--- src/rtl/bus_arbiter.sv ---
// bus_arbiter: two-requester round-robin front end for a bus core chain.
// One transaction is outstanding at a time: IDLE -> ISSUE -> WAIT -> RESP.
// Optional feature: define BUS_ARB_TIMEOUT_EN to add a WAIT-cycle timeout
// that completes the transaction with rdata=0 and err=1.
module bus_arbiter #(
  parameter int TIMEOUT   = 16,
  parameter int PRIO_INIT = 0
) (
  input  logic        clk,
  input  logic        rst,
  input  logic        req0_valid,
  input  logic [15:0] req0_addr,
  input  logic [15:0] req0_wdata,
  input  logic        req0_rw,
  output logic        req0_ready,
  output logic        resp0_valid,
  output logic [15:0] resp0_rdata,
  output logic        resp0_err,
  input  logic        req1_valid,
  input  logic [15:0] req1_addr,
  input  logic [15:0] req1_wdata,
  input  logic        req1_rw,
  output logic        req1_ready,
  output logic        resp1_valid,
  output logic [15:0] resp1_rdata,
  output logic        resp1_err,
  output logic [15:0] addr_o,
  output logic [15:0] wdata_o,
  output logic [15:0] rdata_o,
  output logic        rw_o,
  output logic        valid_o,
  input  logic [15:0] addr_i,
  input  logic [15:0] wdata_i,
  input  logic [15:0] rdata_i,
  input  logic        rw_i,
  input  logic        valid_i
);

  typedef enum logic [1:0] {S_IDLE, S_ISSUE, S_WAIT, S_RESP} state_t;

  state_t      r_state, w_next;
  logic        w_gnt, w_hs, w_match, w_tmo, w_done;
  logic [15:0] r_addr, r_wdata;
  logic        r_rw, r_owner, r_last;
  logic [15:0] r_rdata0, r_rdata1;
  logic        w_unused;

  // Lone requester wins; on a tie the one not served last wins
  always_comb begin
    w_gnt = 1'b0;
    if (req0_valid && req1_valid) w_gnt = ~r_last;
    else if (req1_valid)          w_gnt = 1'b1;
  end

  assign w_hs    = (r_state == S_IDLE) && !rst && (req0_valid || req1_valid);
  assign w_match = (r_state == S_WAIT) && valid_i && (addr_i == r_addr) && (rw_i == r_rw);
  assign w_done  = w_match || w_tmo;
  assign rdata_o = '0;

  // Next state and all state-decoded outputs; bus outputs are zero outside ISSUE
  always_comb begin
    w_next      = r_state;
    req0_ready  = 1'b0;
    req1_ready  = 1'b0;
    resp0_valid = 1'b0;
    resp1_valid = 1'b0;
    valid_o     = 1'b0;
    addr_o      = '0;
    wdata_o     = '0;
    rw_o        = 1'b0;
    case (r_state)
      S_IDLE: begin
        if (!rst) begin
          req0_ready = req0_valid && !w_gnt;
          req1_ready = req1_valid &&  w_gnt;
        end
        if (w_hs) w_next = S_ISSUE;
      end
      S_ISSUE: begin
        valid_o = 1'b1;
        addr_o  = r_addr;
        wdata_o = r_wdata;
        rw_o    = r_rw;
        w_next  = S_WAIT;
      end
      S_WAIT: if (w_done) w_next = S_RESP;
      S_RESP: begin
        resp0_valid = !r_owner;
        resp1_valid =  r_owner;
        w_next      = S_IDLE;
      end
      default: w_next = S_IDLE;
    endcase
  end

  // State register; reset drops any in-flight transaction
  always_ff @(posedge clk or posedge rst) begin
    if (rst) r_state <= S_IDLE;
    else     r_state <= w_next;
  end

  // Capture the granted request on handshake
  always_ff @(posedge clk or posedge rst) begin
    if (rst) begin
      r_addr  <= '0;
      r_wdata <= '0;
      r_rw    <= 1'b0;
      r_owner <= 1'b0;
    end else if (w_hs) begin
      r_addr  <= w_gnt ? req1_addr  : req0_addr;
      r_wdata <= w_gnt ? req1_wdata : req0_wdata;
      r_rw    <= w_gnt ? req1_rw    : req0_rw;
      r_owner <= w_gnt;
    end
  end

  // Last-grant starts at the non-priority requester so PRIO_INIT wins the first tie
  always_ff @(posedge clk or posedge rst) begin
    if (rst)                     r_last <= (PRIO_INIT == 0);
    else if (r_state == S_RESP)  r_last <= r_owner;
  end

  // Per-requester response data, held until that requester's next response
  always_ff @(posedge clk or posedge rst) begin
    if (rst) begin
      r_rdata0 <= '0;
      r_rdata1 <= '0;
    end else if (w_done) begin
      if (r_owner) r_rdata1 <= w_match ? rdata_i : '0;
      else         r_rdata0 <= w_match ? rdata_i : '0;
    end
  end

  assign resp0_rdata = r_rdata0;
  assign resp1_rdata = r_rdata1;

`ifdef BUS_ARB_TIMEOUT_EN
  localparam int CW = (TIMEOUT > 1) ? $clog2(TIMEOUT) : 1;
  logic [CW-1:0] r_cnt;
  logic          r_err0, r_err1;

  // A match on the last allowed cycle still wins over the timeout
  assign w_tmo = (r_state == S_WAIT) && !w_match && (r_cnt == CW'(TIMEOUT - 1));

  // Count WAIT cycles; cleared whenever not waiting
  always_ff @(posedge clk or posedge rst) begin
    if (rst)                    r_cnt <= '0;
    else if (r_state == S_WAIT) r_cnt <= r_cnt + 1'b1;
    else                        r_cnt <= '0;
  end

  // Error flag travels with the response data
  always_ff @(posedge clk or posedge rst) begin
    if (rst) begin
      r_err0 <= 1'b0;
      r_err1 <= 1'b0;
    end else if (w_done) begin
      if (r_owner) r_err1 <= !w_match;
      else         r_err0 <= !w_match;
    end
  end

  assign resp0_err = r_err0;
  assign resp1_err = r_err1;
  assign w_unused  = ^wdata_i;
`else
  assign w_tmo     = 1'b0;
  assign resp0_err = 1'b0;
  assign resp1_err = 1'b0;
  assign w_unused  = ^{wdata_i, (TIMEOUT > 0)};
`endif

endmodule

--- config.mk ---
export PLATFORM = sky130hd
export DESIGN_NAME = bus_arbiter
export DESIGN_NICKNAME = d
export VERILOG_FILES = /design/src/rtl/bus_arbiter.sv
export SDC_FILE = /design/constraint.sdc
export NUM_CORES = 1
export LEC_CHECK = 0
export BUFFER_PORTS_ARGS = -buffer_cell sky130_fd_sc_hd__buf_2
export CORE_MARGIN = 3
export CORE_UTILIZATION = 40
export DETAILED_ROUTE_END_ITERATION = 6
export PLACE_DENSITY_LB_ADDON = 0.15
export SLEW_MARGIN = 20
export SYNTH_ARGS = -nofsm -noshare
export SYNTH_HDL_FRONTEND = slang
export SYNTH_SLANG_ARGS = --single-unit
--- constraint.sdc ---
create_clock -name clk -period 2.5 [get_ports clk]
set_clock_uncertainty 0.1 [all_clocks]
set_input_delay 0.375 -clock clk [delete_from_list [all_inputs] [get_ports clk]]
set_output_delay 0.375 -clock clk [all_outputs]
set_load 0.01 [all_outputs]
==> impl_metrics.toml <==
[run_status]
status = "complete, no violations"

[detailed_routing]
routedWlPerCell_um = 14.0
dr.pass1.iters = 4
first_iter_violations = 51
vias = 2822
drt-total-wl_mm = 8.47
vias_per_cell = 4.65
ant_nets = 0
drc_errors = 0

[synth]
yosys-mux-area-fraction_pct = 19.8
ys_ff_latch = 69
synth_top_family_by_area = "multiplexers"
synth_area_per_cell_um2 = 11.0
synth_top_area_cell = "dfrtp_1"
synth.most_common_cell = "dfrtp_1"
syn-cell-area_mm2 = 0.00355
syn_inst = 322
synth-compound-area-share_pct = 6.03
yosys-top-cells-area = "dfrtp_1 48%, mux2_2 10%, mux2i_1 9.3%"
synth_xor_area_share_pct = 4.19
synthTopCellsByCount = "68 x dfrtp_1, 35 x nor2_1, 33 x a21oi_1, 33 x and2_1, 33 x mux2i_1"
ys_seq_area_share_pct = 48.7
async_flop_share_pct = 100
ys.flop_type = "dfrtp_1"
yosysWarnings = 0
synth_top_area_share_pct = 47.9
yosys.area_share.simple_pct = 13.1
synth-adder-area-share_pct = 1.41
synth_cell_types = 36
synth-edff-count = 0

[timing]
setup_viol = 0
post-route-period-util_pct = 90.8
fmax_mhz = 441
tightest_slew_ns = 0.549
maxSlewHeadroom_pct = 63.4
slew_violations = 0
grt_setup_unrepaired = "no"
fin_tns_setup_ns = 0
timing.final.hold_violations = 0
min_period_ns = 2.27

[global_route]
grt.total_usage_pct = 16.7
antenna_found_initial = 0
grt_pass1_vias = 2782
grt_max_degree = 67
grt_pass1_wl_mm = 13.2
grt-ovfl-total = 0

[setup_path]
arrival_ns = 1.79
worst-path-buf-inv = 3
cp_data_required_time_ns = 2.03
path_cells = "inv_1 > ha_1 > buf_4 > and2_1 > buf_2"
end_kind = "output pin"
start_kind = "flip-flop"
slowest_delay_ns = 0.41
critPathTopFamily = "buffers and inverters"
cpMaxStageDelayCell = "dfrtp_1"
path_class = "reg -> out"
cp_max_fo = 15
reg2reg_from = "r_rw"
crit_start = "r_state[1]"

[place]
hpwlAfterDp_mm = 6.49
place_congestion = 0.742
place_inst = 591
port_buffers = 173

[clocking]
cts.htree.levels = 3
clk_path_buf_depth = 2
cts_tree = "done"
cts-buffers-inserted = 9
postCtsSetupBuffers = 0
cts_resized = 0
path_clk_slew_ns = 0.08
clk_latency_ns = 0.34
clkSinkCount = 69
cts_root_buffer = "clkbuf_8"
holdBufCountCts = 0

[final_layout]
antennaDiodeCount = 0
fin_nets = 621
synthToLayoutAreaGrowth_pct = 31.1
drive_gt1_share_pct = 47.8
final_cells = 607
fillCellCount = 801

[floorplan]
num_io_pins = 208
start_util_pct = 42.2
num_rows = 33
core_area_mm2 = 0.00842
die_area_mm2 = 0.0100
die_h_um = 100
die_w_um = 100

[job]
drv_cap = 0

[power_and_ir_drop]
power.leakage_nw = 2.55
pwr_density_cell_mw_per_mm2 = 817
vdd_drop_max_mv = 0.361

[hold_path]
worstHoldPathType = "in -> async"
-- layer usage --
layer	part of all wire [%]	track usage, %	vias up
li1	-	-	1404
met3	6.9	4.10	8
met1	42	20.3	1311
met5	0	0	-
met2	50	28.9	99
met4	1.1	5.91	0
-- layout by cell type (no fill, tap or decap), types with 2 or more instances in the layout --
cell | Yosys | routed
buf_2 | 3 | 173
dfrtp_1 | 68 | 68
nor2_1 | 35 | 34
mux2i_1 | 33 | 33
a21oi_1 | 33 | 33
and2_1 | 33 | 33
mux2_2 | 32 | 32
conb_1 | 1 | 18
xnor2_1 | 16 | 16
clkbuf_8 | 0 | 9
buf_4 | 18 | 8
nand4_1 | 5 | 5
ha_1 | 4 | 4
clkinvlp_4 | 0 | 3
nand2_1 | 4 | 3
clkinv_2 | 0 | 3
inv_1 | 3 | 2
nor3_2 | 2 | 2
o21ai_0 | 2 | 2
-- worst reg2reg max path: stages, from the launching register on --
cell and delay, ns:
dfrtp_1 0.40, xnor2_1 0.26, nand4_1 0.14, nor3_2 0.24
buf_4 0.16, nand3b_2 0.38, mux2_2 0.43
-- kinds of logic after synthesis --
group,after synthesis
AND/OR/NAND/NOR,87
flip-flops,69
multiplexers,66
AO/OA/AOI/OAI,40
buffers and inverters,38
XOR/XNOR,17
adder cells (fa/ha/maj),4
other,1
-- flip-flops by register name (all words and copies together) (netlist names) --
register / cells
resp1_rdata: 16
r_last: 1
r_wdata: 16
r_addr: 16
r_state: 2
r_rw: 1
resp0_rdata: 16
r_owner: 1
-- final timing paths --
kind / endpoint / slack, ns / cells past startpoint
hold reg to reg: resp1_rdata[0] / 0.39 / 1
min in group clk: resp1_rdata[0] / 0.16 / 2
max in group asynchronous: resp1_rdata[0] / 1.78 / 3
setup / recovery: addr_o[14] / 0.23 / 5
setup reg to reg: resp0_rdata[11] / 0.27 / 6
hold / removal: resp1_rdata[1] / 0.06 / 3
-- power by group --
group	internal, mW	leakage (nW)	total [mW]	switching (mW)
clock	0.358	0.0824	0.786	0.428
sequential	1.42	0.859	1.63	0.214
combinational	0.671	1.61	1.38	0.711
total	2.45	2.55	3.80	1.35
-- layout make-up --
class	count	area (µm²)	share of cell area, %
flip-flops and latches	69	1730	37.1
multi-input cells	232	1670	35.8
repair buffers	182	946	20.3
well taps	105	131	2.82
clock buffers	10	128	2.74
clock inverters	6	38.8	0.833
inverters	3	15.0	0.323
-- per-stage QoR --
stage	util, %	power (mW)	setup slack [ns]	area [µm²]	hold WS [ns]
final	55.3	3.80	0.231	4650	0.0591
after global routing	55.3	4.10	0.0970	4650	0.0843
after CTS	55.3	3.86	0.213	4650	0.0550
after detailed placement	53.3	3.05	0.197	4490	0.376
after global placement	53.3	3.01	0.216	4490	0.364
after floorplan	-	2.57	0.0193	3620	0.388
(Power assumes the default switching activity.)
